File: src/rtl/axis_coincidence_pkg.sv
// Shared types and constants for the coincidence reader: FSM state encoding,
// drop counter width and the group-sum width helper.
package axis_coincidence_pkg;

  typedef enum logic [2:0] {
    IDLE,
    COLLECT,
    REDUCE,
    SUM,
    DECIDE
  } state_t;

  localparam int DROP_WIDTH = 32;

  // Enough bits to hold a count of 0..groups fired groups.
  function automatic int sum_width(input int groups);
    return $clog2(groups + 1);
  endfunction

endpackage

File: src/rtl/coincidence_group_reduce.sv
// Two-stage reduction of the collected hit mask: per-group OR (REDUCE stage)
// followed by a count of fired groups (SUM stage); both stages are enabled by the parent FSM.
module coincidence_group_reduce #(
  parameter int CHANNELS  = 64,
  parameter int GROUPS    = 4,
  parameter int SUM_WIDTH = 3
) (
  input  logic                 aclk,
  input  logic                 aresetn,
  input  logic                 reduce_en,
  input  logic                 sum_en,
  input  logic [CHANNELS-1:0]  mask,
  output logic [GROUPS-1:0]    gmask,
  output logic [SUM_WIDTH-1:0] gsum
);

  localparam int GW = CHANNELS / GROUPS;

  logic [GROUPS-1:0]    gmask_next;
  logic [SUM_WIDTH-1:0] gsum_next;

  always_comb begin
    gmask_next = '0;
    for (int g = 0; g < GROUPS; g++) begin
      gmask_next[g] = |mask[g*GW +: GW];
    end
  end

  always_comb begin
    gsum_next = '0;
    for (int g = 0; g < GROUPS; g++) begin
      gsum_next = gsum_next + SUM_WIDTH'(gmask[g]);
    end
  end

  always_ff @(posedge aclk) begin
    if (!aresetn) begin
      gmask <= '0;
      gsum  <= '0;
    end else begin
      if (reduce_en) gmask <= gmask_next;
      if (sum_en)    gsum  <= gsum_next;
    end
  end

endmodule

File: src/rtl/axis_coincidence_reader.sv
// Multi-group coincidence detector with an AXI4-Stream event output and a saturating drop counter.
// Optional feature: define AXIS_COINCIDENCE_READER_TUSER_EN to export the fired-group mask on m_axis_tuser.
module axis_coincidence_reader #(
  parameter int CHANNELS   = 64,
  parameter int GROUPS     = 4,
  parameter int TIME_WIDTH = 64,
  parameter int CNTR_WIDTH = 8,
  parameter int SUM_WIDTH  = axis_coincidence_pkg::sum_width(GROUPS)
) (
  input  logic                             aclk,
  input  logic                             aresetn,
  input  logic [CHANNELS-1:0]              din,
  input  logic [CNTR_WIDTH-1:0]            cfg_window,
  input  logic [SUM_WIDTH-1:0]             cfg_threshold,
  output logic [TIME_WIDTH+CHANNELS-1:0]   m_axis_tdata,
  output logic                             m_axis_tvalid,
  input  logic                             m_axis_tready,
`ifdef AXIS_COINCIDENCE_READER_TUSER_EN
  output logic [GROUPS-1:0]                m_axis_tuser,
`endif
  output logic [axis_coincidence_pkg::DROP_WIDTH-1:0] drop_count
);

  import axis_coincidence_pkg::*;

  state_t                state, state_next;
  logic [TIME_WIDTH-1:0] timer;
  logic [TIME_WIDTH-1:0] ts;
  logic [CHANNELS-1:0]   mask;
  logic [CNTR_WIDTH-1:0] cntr;
  logic [SUM_WIDTH-1:0]  gsum;
  logic                  reduce_en, sum_en, decide_en;
  logic                  slot_free, pass, load, drop;

  always_ff @(posedge aclk) begin
    if (!aresetn) timer <= '0;
    else          timer <= timer + TIME_WIDTH'(1);
  end

  always_ff @(posedge aclk) begin
    if (!aresetn) state <= IDLE;
    else          state <= state_next;
  end

  always_comb begin
    state_next = state;
    case (state)
      IDLE:    if (|din) state_next = COLLECT;
      COLLECT: if (cntr >= cfg_window) state_next = REDUCE;
      REDUCE:  state_next = SUM;
      SUM:     state_next = DECIDE;
      DECIDE:  state_next = IDLE;
      default: state_next = IDLE;
    endcase
  end

  always_comb begin
    reduce_en = 1'b0;
    sum_en    = 1'b0;
    decide_en = 1'b0;
    case (state)
      REDUCE:  reduce_en = 1'b1;
      SUM:     sum_en    = 1'b1;
      DECIDE:  decide_en = 1'b1;
      default: ;
    endcase
  end

  // Hits are only accumulated in IDLE/COLLECT; later stages are dead time.
  always_ff @(posedge aclk) begin
    if (!aresetn) begin
      mask <= '0;
      cntr <= '0;
      ts   <= '0;
    end else begin
      case (state)
        IDLE: begin
          mask <= din;
          cntr <= '0;
          if (|din) ts <= timer;
        end
        COLLECT: begin
          mask <= mask | din;
          cntr <= cntr + CNTR_WIDTH'(1);
        end
        default: ;
      endcase
    end
  end

`ifdef AXIS_COINCIDENCE_READER_TUSER_EN
  logic [GROUPS-1:0] gmask;
`else
  logic [GROUPS-1:0] gmask_unused;
`endif

  coincidence_group_reduce #(
    .CHANNELS (CHANNELS),
    .GROUPS   (GROUPS),
    .SUM_WIDTH(SUM_WIDTH)
  ) u_reduce (
    .aclk     (aclk),
    .aresetn  (aresetn),
    .reduce_en(reduce_en),
    .sum_en   (sum_en),
    .mask     (mask),
`ifdef AXIS_COINCIDENCE_READER_TUSER_EN
    .gmask    (gmask),
`else
    .gmask    (gmask_unused),
`endif
    .gsum     (gsum)
  );

  // A load may coincide with the handshake of the previous event.
  assign slot_free = !m_axis_tvalid || m_axis_tready;
  assign pass      = gsum >= cfg_threshold;
  assign load      = decide_en && pass && slot_free;
  assign drop      = decide_en && pass && !slot_free;

  always_ff @(posedge aclk) begin
    if (!aresetn) begin
      m_axis_tvalid <= 1'b0;
      m_axis_tdata  <= '0;
    end else if (load) begin
      m_axis_tvalid <= 1'b1;
      m_axis_tdata  <= {ts, mask};
    end else if (m_axis_tready) begin
      m_axis_tvalid <= 1'b0;
    end
  end

`ifdef AXIS_COINCIDENCE_READER_TUSER_EN
  always_ff @(posedge aclk) begin
    if (!aresetn)  m_axis_tuser <= '0;
    else if (load) m_axis_tuser <= gmask;
  end
`endif

  always_ff @(posedge aclk) begin
    if (!aresetn) drop_count <= '0;
    else if (drop && (drop_count != {DROP_WIDTH{1'b1}}))
      drop_count <= drop_count + DROP_WIDTH'(1);
  end

endmodule

File: config.mk
export PLATFORM = sky130hd
export DESIGN_NAME = axis_coincidence_reader
export DESIGN_NICKNAME = d
export VERILOG_FILES = /design/src/rtl/axis_coincidence_pkg.sv /design/src/rtl/coincidence_group_reduce.sv /design/src/rtl/axis_coincidence_reader.sv
export SDC_FILE = /design/constraint.sdc
export NUM_CORES = 1
export LEC_CHECK = 0
export CORE_ASPECT_RATIO = 1.2
export CORE_MARGIN = 3
export CORE_UTILIZATION = 54
export CTS_BUF_LIST = sky130_fd_sc_hd__clkbuf_16
export DETAILED_ROUTE_END_ITERATION = 10
export PLACE_DENSITY_LB_ADDON = 0.2
export SLEW_MARGIN = 40
export SYNTH_ARGS = -nofsm -noshare
export SYNTH_HDL_FRONTEND = slang
export SYNTH_HIERARCHICAL = 1
export SYNTH_SLANG_ARGS = --single-unit
File: constraint.sdc
create_clock -name aclk -period 2.99 [get_ports aclk]
set_input_delay 0.299 -clock aclk [delete_from_list [all_inputs] [get_ports aclk]]
set_output_delay 0.299 -clock aclk [all_outputs]
set_load 0.01 [all_outputs]
* After elaboration in Yosys (flattened, before gate mapping)
Cells that the tools add are included.
W data, S select, Z words.
** Cells by class
- Equality and inequality tests :: 7
- Reductions and logical operators :: 17
- Mux-type cells :: 10
- Shift-type cells :: 0
- Magnitude comparators :: 2
- $mul :: 0
- Add/subtract/negate cells :: 6
- Bitwise operators :: 1
- Div/mod/pow operators :: 0
** Operators with widths (number)
- $pmux W64 S2 :: 1
- $add A64 B1 Y64 const B :: 1
- $or A64 B64 Y64 :: 1
- $reduce_or A16 Y1 :: 4
- $reduce_or A64 Y1 :: 1
- $add A32 B1 Y32 const B :: 1
- $ne A32 B32 Y1 const B :: 1
- $pmux W8 S2 :: 1
- $pmux W3 S4 :: 1
- $add A8 B1 Y8 const B :: 1
- $ge A8 B8 Y1 :: 1
- $add A3 B1 Y3 :: 2
- $eq A3 B2 Y1 const B :: 2
- $mux W3 :: 2
- $mux W1 :: 5
- $logic_and A1 B1 Y1 :: 4
- $ne A2 B2 Y1 const B :: 2
- $reduce_and A2 Y1 :: 2
- $reduce_bool A2 Y1 :: 2
- $eq A3 B1 Y1 const B :: 1
- $eq A3 B3 Y1 const B :: 1
- $ge A3 B3 Y1 :: 1
- $logic_not A3 Y1 :: 1
- $add A1 B1 Y2 :: 1
- other kinds (2) :: 3
** Word-level totals
- Bits in writable memories :: 0
- Memory bits (read-only) :: 0
- Input port bits :: 78
- Logic and storage cells :: 53
- Bits in latches :: 0
- Memories :: 0
- Register bits after elaboration :: 371
- Output and inout port bits :: 161

* Longest topological paths before layout
- Word-level depth :: 5
- Mapped depth :: 10
- Depth with buffers taken out :: 7

* Cells and area by module
The synthesis kept the hierarchy.
** Modules (own cells, without submodules)
- axis_coincidence_reader :: instances 1, sequential area each 7287.0 µm², area an instance 14437.6 µm², cells an instance 1713
- coincidence_group_reduce :: instances 1, sequential area each 140.1 µm², area an instance 504.2 µm², cells an instance 44

* Worst setup path before layout
OpenSTA, ideal clock, no wires.
- Path type :: register -> register
- From :: register timer[0]
- To :: register timer[60]
- Stages on the path, launching flop included :: 8
- Arrival :: 2.064 ns
- Setup time :: 0.070 ns
- Clock period less this slack :: 2.134 ns
- Required time :: 2.920 ns
- Buffers on the path :: 1
- Path slack :: 0.856 ns
- Path through :: dfxtp_1 -> ha_1 -> nand3_1 -> or4_1 -> buf_2 -> nand4b_4 -> or3_1 -> a21oi_1
** On the way
- Word-level cells in the longest chain between the ends :: 1
** Ends and longest elaborated chain
- start: declaration :: RTL line axis_coincidence_reader.sv:27 : logic [TIME_WIDTH-1:0] timer;
- start signal: assignment :: RTL line axis_coincidence_reader.sv:37 : else timer <= timer + TIME_WIDTH'(1);
- $add A64 B1 Y64 :: RTL line axis_coincidence_reader.sv:37
Every way passes these cells.
A chain may end at the register's enable or synchronous reset.

* Worst setup path after layout
- From :: register timer[0]
- To :: register timer[46]
The elaborated chain is that of the path after synthesis.

==> metrics <==
CP Max Fanout 9; Via Count approximately 13000; Buf/Inv on CP 0; Skew-Pair Late Insertion Delay a little over 0.5 ns; Die W between 150 and 200 µm; Post-CTS Setup Bufs 0; area share of the largest cell type after synthesis 49.7%; critical path endpoint category flop; ANT cells 0; WP data required approximately 3.4 ns; initial drt markers between 700 and 800; routed wire length roughly 37 mm; largest cells by area after synthesis dfxtp_1 50%, nand2_1 11%, a21oi_1 5.6%; synthesized flop and latch total approximately 370; Rel. slew slack just under 50%; port buffer count 238; Internal Power between 8 and 9 mW; post-route DRC violation count 0; Detailed Routing Iterations Pass 1 8; Placed Cells 2255; largest stage delay on the critical path approximately 0.73 ns; first-pass GRT wire length 61.5 mm; Sw Share between 20% and 30%; syn_nets 1852; Final nets roughly 2000; Worst path top cell family by delay simple AND/OR/NAND/NOR gates; Pwr Total ~11 mW; H-tree depth 2; Reg clk slew, reported paths roughly 0.060 ns; Remaining Overflow, GRT 0; total CTS buffers 37; fin crit share approximately 84%; number of flops mapped to enable cells by yosys 0; Final Skew about 0.014 ns; sequential share of power a little under half; Register Area 0.00743 mm²; Setup CP Type reg -> reg; core footprint ~0.027 mm²; TritonCTS clock tree done; Final Hold Viols 0; Logic pwr share 7.2%; asr flop ratio synth 0%; WP data arrival 2.96 ns; Area Growth Syn to Fin 27.0%; largest net degree at the start of global routing between 100 and 150; NetSw around 2.4 mW; IO Pins between 200 and 250; Leak between 6 and 7 nW; pwr dens approximately 570 mW/mm²; crit-path cells ha_1, nand3_1, or4_1, nor3b_2, and4_1, mux2i_1; # clock sinks approximately 370; Seq/Total Area, Yosys around half; Final Critical Period 2.52 ns; # resized after CTS 0; worst hold path class in -> reg; Yosys top cell by area dfxtp_1; Mapped Cells between 1500 and 2000; filler cell count around 2200; CTS Hold Bufs 0; fraction of layout cells with a size suffix above 1 about 6.1%; Non-Filler Instances roughly 2300; Clock Power Share 44.9%; status complete, no violations; routability cong. between 0.9 and 1; WL/cell ~16 µm; RSZ-0062 raised after global routing false; final setup vio count 0; Synth Warn # 6; mapped cell area roughly 0.015 mm²; GRT Total Usage 24.6%; Slowest-stage cell, CP or4_1; maxcap violations 0; Initial Utilization 55.0%; antenna viol nets, final 0; Die Y around 190 µm; Max Clock Freq around 400 MHz; initial antenna violation count 0; Netlist cell types 56; Post-Syn Area per Cell 8.50 µm²; total die area a little under 0.03 mm²; Primary FF master, synth dfxtp_1; clock root buffer clkbuf_16; CP Launch Type flop; Final HPWL DP roughly 25 mm; setup_tns 0 ns; Clock Path Buffers 3; largest vdd supply drop between 0.5 and 0.6 mV; area of the multi-input gates between 0.007 and 0.008 mm²; vias in the first global route 12700; FP Rows 66; final max-slew violation count 0; measured slew at the worst slew-check pin a little under 0.8 ns; vias per cell about 5.6
==> power by group through the flow <==
stage | sequential [mW] | clock, mW | combinational [mW]
6_report | 5.17 | 4.84 | 0.776
5_1_grt | 5.18 | 5.14 | 0.842
4_1_cts | 5.17 | 4.93 | 0.777
3_5_place_dp | 5.28 | 0 | 0.771
3_3_place_gp | 5.27 | 0 | 0.758
2_1_floorplan | 5.24 | 0 | 0.518
==> flip-flops by register name, summed over array words and instances, names as in the netlist <==
| name | flops |
|---|---|
| m_axis_tdata | 128 |
| mask | 64 |
| timer | 64 |
| ts | 64 |
| drop_count | 32 |
| cntr | 8 |
| u_reduce/gmask | 4 |
| state | 3 |
| u_reduce/gsum | 3 |
| m_axis_tvalid | 1 |
==> stage by stage <==
step           worst slack, ns  hold slack [ns]  cell area (µm²)  utilization [%]
2_1_floorplan            0.856            0.427            14900                -
3_3_place_gp             0.297            0.441            17700             65.2
3_5_place_dp             0.240            0.443            17700             65.2
4_1_cts                  0.494            0.292            19000             69.9
5_1_grt                  0.331            0.323            19000             69.9
6_report                 0.472            0.301            19000             69.9
==> routing by layer <==
| metal | part of all wire, % | wire (µm) | vias to the layer above | global-route usage [%] |
|---|---|---|---|---|
| met4 | 2.8 | 1050 | 0 | 7.91 |
| met1 | 41 | 15100 | 6107 | 30.3 |
| li1 | - | - | 6475 | - |
| met3 | 6.7 | 2480 | 78 | 5.97 |
| met5 | 0 | 0 | - | 0 |
| met2 | 50 | 18300 | 392 | 42.1 |
==> final timing paths <==
| path | to | slack, ns | start | depth (start not counted) |
|---|---|---|---|---|
| worst max-delay path | timer[46] | 0.47 | timer[0] | 6 |
| worst min register to register | m_axis_tdata[107] | 0.45 | m_axis_tdata[107] | 2 |
| worst min-delay path | u_reduce/gmask[1] | 0.30 | aresetn | 2 |
| worst max register to register | timer[46] | 0.47 | timer[0] | 6 |
==> cells in the mapped netlist (2+ instances only) <==
library cell    n
and3b_1         2
buf_1           7
nand4_1        39
nand2_1       426
o21ai_0        34
or4b_2          2
nor3_1         25
or4_1          19
nor4_1         32
mux2i_1        84
nor3b_2         2
o221a_1         4
o31ai_1        10
buf_2          13
a22oi_1        66
a21oi_1       168
nor3b_1         2
nor4_2         14
xor2_1         12
or3_1          27
ha_1           16
nand3_1        37
mux2_2          3
dfxtp_1       371
clkbuf_1       92
and4_1         11
xnor2_1        21
o41ai_1         2
inv_1          23
o21bai_1        4
or2_2           4
nor2_1        126
nor2b_1        10
and3_1          8
nand2b_1       17
o211ai_1        3
and2_1          2
==> final cells by class <==
cell class	instances	area share [%]
tap	340	2.24
inverter	24	0.514
clock inverter	27	1.56
timing repair buffer	270	14.4
multi-input combinational	1250	37.0
sequential	371	39.1
clock buffer	39	5.14
==> layout by cell type, fill, tap and decap left out, types with 36 or more instances in the layout <==
cell and instances:
clkbuf_16 39, a22oi_1 66, mux2i_1 84, nand2_1 426, nor2_1 125, nand4_1 39, nand3_1 36, clkdlybuf4s50_1 237
a21oi_1 168, dfxtp_1 371
==> cells by family after synthesis <==
kind of cell | share of synthesized area, %
AND/OR/NAND/NOR | 25.6
buffers and inverters | 3.53
AO/OA/AOI/OAI | 11.9
multiplexers | 5.85
flip-flops | 49.7
adder cells (fa/ha/maj) | 1.47
XOR/XNOR | 1.93
No activity file was read; power rests on OpenSTA's default activity.
